===== src/rtl/psum_gbf_drain_sink.sv =====
// Receive side of the psum_gbf read-out path: captures returned rows, drops repeat reads,
// buffers them in a show-ahead FIFO and streams them to SRAM with a per-tile address window.
module psum_gbf_drain_sink #(
    parameter int GBF_DATA_BITWIDTH  = 512,
    parameter int GBF_ADDR_BITWIDTH  = 5,
    parameter int DEPTH              = 32,
    parameter int SRAM_ADDR_BITWIDTH = 16,
    parameter int FIFO_DEPTH         = 4
) (
    input  logic                          clk,
    input  logic                          reset,
    input  logic                          gbf_r_en,
    input  logic [GBF_ADDR_BITWIDTH-1:0]  gbf_r_addr,
    input  logic [GBF_DATA_BITWIDTH-1:0]  gbf_r_data,
    input  logic                          conv_finish,
    input  logic                          sram_ready,
    output logic                          sram_w_en,
    output logic [SRAM_ADDR_BITWIDTH-1:0] sram_w_addr,
    output logic [GBF_DATA_BITWIDTH-1:0]  sram_w_data,
    output logic                          tile_done,
    output logic [SRAM_ADDR_BITWIDTH-1:0] tile_count,
    output logic                          drain_busy,
    output logic                          overflow,
    output logic                          conv_done
);
    localparam int PTR_W = $clog2(FIFO_DEPTH);
    localparam logic [GBF_ADDR_BITWIDTH-1:0]  LAST_ROW = GBF_ADDR_BITWIDTH'(DEPTH - 1);
    localparam logic [PTR_W:0]                FULL_CNT = (PTR_W + 1)'(FIFO_DEPTH);
    localparam logic [SRAM_ADDR_BITWIDTH-1:0] DEPTH_S  = SRAM_ADDR_BITWIDTH'(DEPTH);

    typedef enum logic [1:0] {IDLE, COLLECT, DRAIN, DONE} state_t;
    state_t state, state_nxt;

    logic                         cap_v, prv_v, last_valid, fin_seen;
    logic [GBF_ADDR_BITWIDTH-1:0] cap_addr, prv_addr, last_addr, head_addr;
    logic [GBF_ADDR_BITWIDTH-1:0] fifo_addr [FIFO_DEPTH];
    logic [GBF_DATA_BITWIDTH-1:0] fifo_data [FIFO_DEPTH];
    logic [PTR_W:0]               wr_ptr, rd_ptr, count;
    logic                         empty, full, accept, push, pop, head_last;

    assign count     = wr_ptr - rd_ptr;
    assign empty     = (count == '0);
    assign full      = (count == FULL_CNT);
    assign head_addr = fifo_addr[rd_ptr[PTR_W-1:0]];
    assign head_last = (head_addr == LAST_ROW);

    // The controller holds each address for two enables, so a capture repeating the one
    // just before it is always a duplicate, even right after the last row cleared last_valid.
    assign accept = cap_v && (state != DONE)
                 && (!last_valid || (cap_addr != last_addr))
                 && !(prv_v && (prv_addr == cap_addr));
    assign pop    = !empty && sram_ready;
    assign push   = accept && (!full || pop);

    always_ff @(posedge clk or posedge reset) begin
        if (reset) begin
            cap_v      <= 1'b0;
            cap_addr   <= '0;
            prv_v      <= 1'b0;
            prv_addr   <= '0;
            last_valid <= 1'b0;
            last_addr  <= '0;
        end else begin
            cap_v    <= gbf_r_en;
            cap_addr <= gbf_r_addr;
            prv_v    <= cap_v;
            prv_addr <= cap_addr;
            if (accept) begin
                last_addr  <= cap_addr;
                last_valid <= (cap_addr != LAST_ROW);
            end
        end
    end

    always_ff @(posedge clk) begin
        if (push) begin
            fifo_addr[wr_ptr[PTR_W-1:0]] <= cap_addr;
            fifo_data[wr_ptr[PTR_W-1:0]] <= gbf_r_data;
        end
    end

    always_ff @(posedge clk or posedge reset) begin
        if (reset) begin
            wr_ptr     <= '0;
            rd_ptr     <= '0;
            overflow   <= 1'b0;
            tile_count <= '0;
            tile_done  <= 1'b0;
            fin_seen   <= 1'b0;
            state      <= IDLE;
        end else begin
            if (push) wr_ptr <= wr_ptr + 1'b1;
            if (pop)  rd_ptr <= rd_ptr + 1'b1;
            if (accept && !push) overflow <= 1'b1;
            if (pop && head_last) tile_count <= tile_count + SRAM_ADDR_BITWIDTH'(1);
            tile_done <= pop && head_last;
            if (conv_finish && (state == COLLECT || state == DRAIN)) fin_seen <= 1'b1;
            state <= state_nxt;
        end
    end

    always_comb begin
        state_nxt = state;
        unique case (state)
            IDLE: begin
                if (accept)
                    state_nxt = (cap_addr == LAST_ROW) ? DRAIN : COLLECT;
                else if (empty && (conv_finish || fin_seen))
                    state_nxt = DONE;
            end
            COLLECT: if (accept && cap_addr == LAST_ROW) state_nxt = DRAIN;
            // Leftover entries or a fresh capture mean the next tile has already started.
            DRAIN: if (pop && head_last) state_nxt = (count > 1 || accept) ? COLLECT : IDLE;
            DONE: state_nxt = DONE;
            default: state_nxt = IDLE;
        endcase
    end

    // Tile base comes from the pop-side count so early next-tile entries land correctly.
    assign sram_w_en   = !empty;
    assign sram_w_data = empty ? '0 : fifo_data[rd_ptr[PTR_W-1:0]];
    assign sram_w_addr = empty ? '0 : tile_count * DEPTH_S + SRAM_ADDR_BITWIDTH'(head_addr);
    assign drain_busy  = (state == COLLECT) || (state == DRAIN) || !empty;
    assign conv_done   = (state == DONE);
endmodule


===== config.mk =====
export PLATFORM = sky130hd
export DESIGN_NAME = psum_gbf_drain_sink
export DESIGN_NICKNAME = d
export VERILOG_FILES = /design/src/rtl/psum_gbf_drain_sink.sv
export SDC_FILE = /design/constraint.sdc
export NUM_CORES = 2
export LEC_CHECK = 0
export BUFFER_PORTS_ARGS = -buffer_cell sky130_fd_sc_hd__buf_2
export CAP_MARGIN = 20
export CORE_ASPECT_RATIO = 1.5
export CORE_MARGIN = 5
export CORE_UTILIZATION = 35
export CTS_BUF_LIST = sky130_fd_sc_hd__clkbuf_4 sky130_fd_sc_hd__clkbuf_8
export DETAILED_ROUTE_END_ITERATION = 12
export GPL_ROUTABILITY_DRIVEN = 0
export MAX_ROUTING_LAYER = met4
export PLACE_DENSITY_LB_ADDON = 0.25
export SLEW_MARGIN = 40
export SYNTH_ARGS = -nofsm -noshare
export SYNTH_HDL_FRONTEND = slang
export SYNTH_SLANG_ARGS = --single-unit

===== constraint.sdc =====
create_clock -name clk -period 15.7 [get_ports clk]
set_input_delay 0.785 -clock clk [delete_from_list [all_inputs] [get_ports clk]]
set_output_delay 0.785 -clock clk [all_outputs]
set_load 0.005 [all_outputs]

==> out/qor.yml <==
clock_tree:
  clock_sinks: 2113
  htreeDepth: 5
  clk-insertion-delay-late_ns: 0.88
  root_buffer: "clkbuf_8"
  path_clk_slew_ns: 0.06
  numCtsBuffers: 330
  cts_tree: "yes"
  cts_max_path_buffers: 4
worst_setup_path:
  crit_cells: 10
  startpoint_type: "flip-flop"
  path_buf_inv: 5
  cp_cell_sequence: "buf_12 -> ha_1 -> fa_1 -> xor3_2 -> nor2_4 -> buf_4 -> buf_6 -> buf_4 -> nor2b_1 -> buf_2"
  crit_top_cell: "buf_4"
  crit_family: "buffers and inverters"
  cp.arrival_ns: 5.23
  critPathRequiredTime_ns: 14.91
  cp-end-kind: "primary output"
  slowest_stage: "buf_4"
  worstSetupPathType: "flip-flop to primary output"
  path_max_fanout: 70
  cpPeakStageDelay_ns: 0.66
  ff2ff_path_depth: 11
grt:
  first_global_vias: 43988
  grt.met3_usage_pct: 6.78
  antenna_found_initial: 90
  grt_busiest_layer: "met2"
  grtUsageMet2_pct: 28.3
  grt_use_total_pct: 17.4
  met1_usage_pct: 20.4
  grt_max_degree: 119
  overflow: 0
  grt_pass1_wl_um: 300000
routing:
  wl_um: 207000
  drc_errors: 0
  wl_per_cell_um: 24.6
  dr.pass1.iters: 5
  vias_per_cell: 4.82
  drt_iter0_markers: 2550
  ant_nets: 0
  vias: 40550
power:
  p_leak_nw: 33.7
  irDropWorstVdd_v: 0.000107
  power.density_mw_per_mm2: 160
layout:
  area_delta_synth_final_pct: 23.7
  multi_input_area_mm2: 0.0159
  nets: 5613
  final_layout_size_suffix_gt1_share_pct: 41.0
  seqCellArea_mm2: 0.0632
  fillCellCount: 19917
  finalInstanceArea_mm2: 0.0988
floorplanning:
  io_pins: 1071
  core_area_mm2: 0.227
  fp.dieW_um: 400
  rows: 214
  die_y_um: 595
  start_util_pct: 35.2
  fp.dieArea_mm2: 0.238
timing:
  period_needed_ns: 6.02
  skew_ns: 0.0865
  hold_viol: 0
  maxSlewViolCount: 0
  rsz0062_at_grt: "false"
  hold_ws_ns: 0.146
  worst_pin_slew_ns: 1.00
  finalCritPeriodShare_pct: 38.3
  timing.fmax_ghz: 0.166
  tns_ns: 0
  finalSetupViolations: 0
  maxSlewHeadroom_pct: 33.0
flow_run:
  maxCapViolCount: 0
synthesis:
  ys_seq_elements: 2113
  synth_warnings: 0
  ys.flop_type: "edfxtp_1"
  synthMuxAreaShare_pct: 14.6
  avgSynthCellArea_um2: 23.0
  netlist_area_mm2: 0.0799
  synth_compound_area_share_pct: 0.103
  synth_nets: 4006
  synth_simple_gate_area_share_pct: 4.53
  ys_async_sr_fraction_pct: 2.13
  ys_types: 35
  synth_seq_area_share_pct: 79.2
  yosys.area_share.adder_pct: 0.213
  synth_xor_area_share_pct: 0.371
  synthCells: 3471
  synth_top_family_by_area: "multiplexers"
  synth_edf_count: 2068
worst_hold_path:
  hold_depth: 1
  hold_path_class: "input port to flip-flop"
run_status:
  status: "finished clean"
placed_design:
  numPortBuffers: 1070
  placed_area_mm2: 0.0891
  post-dp-hpwl_um: 133000
==> flip-flops by register name (all words and copies together) (netlist names) <==
register	flops
fifo_data	2048
fifo_addr	20
tile_count	16
cap_addr	5
last_addr	5
prv_addr	5
rd_ptr	3
wr_ptr	3
state	2
cap_v	1
fin_seen	1
last_valid	1
overflow	1
prv_v	1
tile_done	1
==> power by group <==
| part | internal [W] | switching, W |
|---|---|---|
| Sequential | 0.00620 | 0.0000295 |
| Combinational | 0.00235 | 0.00269 |
| Clock | 0.00243 | 0.00209 |
==> cells in the final DEF, fill, tap and decap left out, drive strengths merged <==
master       synthesis  layout
a21o                 2       2
a21oi                2       2
and2                 4       4
and3                 1       1
and4                 1       1
buf                 79    1140
bufinv               0       9
clkbuf              97     459
clkinv               0      81
clkinvlp             0       6
dfrtp               45      45
diode                0      84
dlygate4sd3          0     311
edfxtp            2068    2068
fa                   1       1
ha                  12      12
inv                 12      24
mux2                 2       2
mux2i                2       2
mux4               517     517
nand2               29      29
nand3                6       6
nand4               11      11
nor2                 7       7
nor2b              528     528
nor3                 3       3
o21ai                3       3
o221ai               1       1
o22a                 1       1
o22ai                2       2
o311ai               1       1
or3                  1       1
or4b                 1       1
xnor2               28      28
xor2                 3       3
xor3                 1       1
==> synth_stat cells (6+ instances only) <==
| master | n | share of area (%) |
|---|---|---|
| edfxtp_1 | 2068 | 78 |
| nor2b_1 | 528 | 4.1 |
| mux4_2 | 517 | 15 |
| clkbuf_1 | 97 | 0.46 |
| buf_2 | 52 | 0.33 |
| dfrtp_1 | 45 | 1.4 |
| nand2_1 | 29 | 0.14 |
| xnor2_1 | 28 | 0.31 |
| buf_1 | 25 | 0.12 |
| ha_1 | 12 | 0.19 |
| inv_1 | 12 | 0.056 |
| nand4_1 | 11 | 0.086 |
| nor2_1 | 7 | 0.033 |
| nand3_1 | 6 | 0.038 |
==> routing by layer <==
| metal | routed length, um | share of wire [%] |
|---|---|---|
| met5 | 0 | 0 |
| met1 | 78800 | 38 |
| met2 | 102000 | 49 |
| met3 | 21200 | 10 |
| met4 | 4990 | 2.4 |
==> timing repair <==
item,4_1_cts,5_1_grt
buffers inserted,0,0
endpoints found under the hold margin,1174,0
hold buffers,311,0
resized for setup,0,0
==> worst paths after layout <==
check                                      start                           to  slack, ns
min reg2reg                      cap_v$_DFF_PP0_              prv_v$_DFF_PP0_       0.46
max reg2reg                rd_ptr[0]$_DFFE_PP0P_  fifo_data[0][197]$_DFFE_PP_      10.41
max                        rd_ptr[0]$_DFFE_PP0P_              sram_w_data[67]       9.68
min                                gbf_r_data[1]    fifo_data[0][1]$_DFFE_PP_       0.15
max in group asynchronous                  reset        rd_ptr[1]$_DFFE_PP0P_      14.45
min in group asynchronous                  reset        cap_addr[3]$_DFF_PP0_       0.68
==> through the flow <==
| stage | cells | total power [W] | util (%) | setup slack [ns] |
|---|---|---|---|---|
| 4_1_cts | 8334 | 0.0161 | 43.4 | 9.37 |
| 3_5_place_dp | 7456 | 0.0114 | 39.3 | 10.20 |
| 5_1_grt | 8410 | 0.0166 | 43.6 | 9.24 |
| 6_report | 8421 | 0.0158 | 43.6 | 9.68 |
| 3_3_place_gp | 7451 | 0.0114 | 39.2 | 9.99 |
| 2_1_floorplan | 3471 | 0.00912 | - | 1.32 |
==> logic make-up (layout without fill, tap and decap cells) <==
| family | Yosys count | count (layout) |
|---|---|---|
| multiplexers | 521 | 521 |
| XOR/XNOR | 32 | 32 |
| AND/OR/NAND/NOR | 592 | 592 |
| adder cells (fa/ha/maj) | 13 | 13 |
| other | 0 | 84 |
| flip-flops | 2113 | 2113 |
| buffers and inverters | 188 | 2030 |
| AO/OA/AOI/OAI | 12 | 12 |
==> cell type report <==
class / instances / share of cell area [%]
flip-flops and latches: 2113 / 64.0
repair buffers: 1451 / 9.43
multi-input cells: 1170 / 16.1
diodes: 84 / 0.213
well taps: 3024 / 3.83
clock buffers: 459 / 5.60
clock inverters: 108 / 0.817
inverters: 12 / 0.0456
Power figures use the tool's default switching activity.
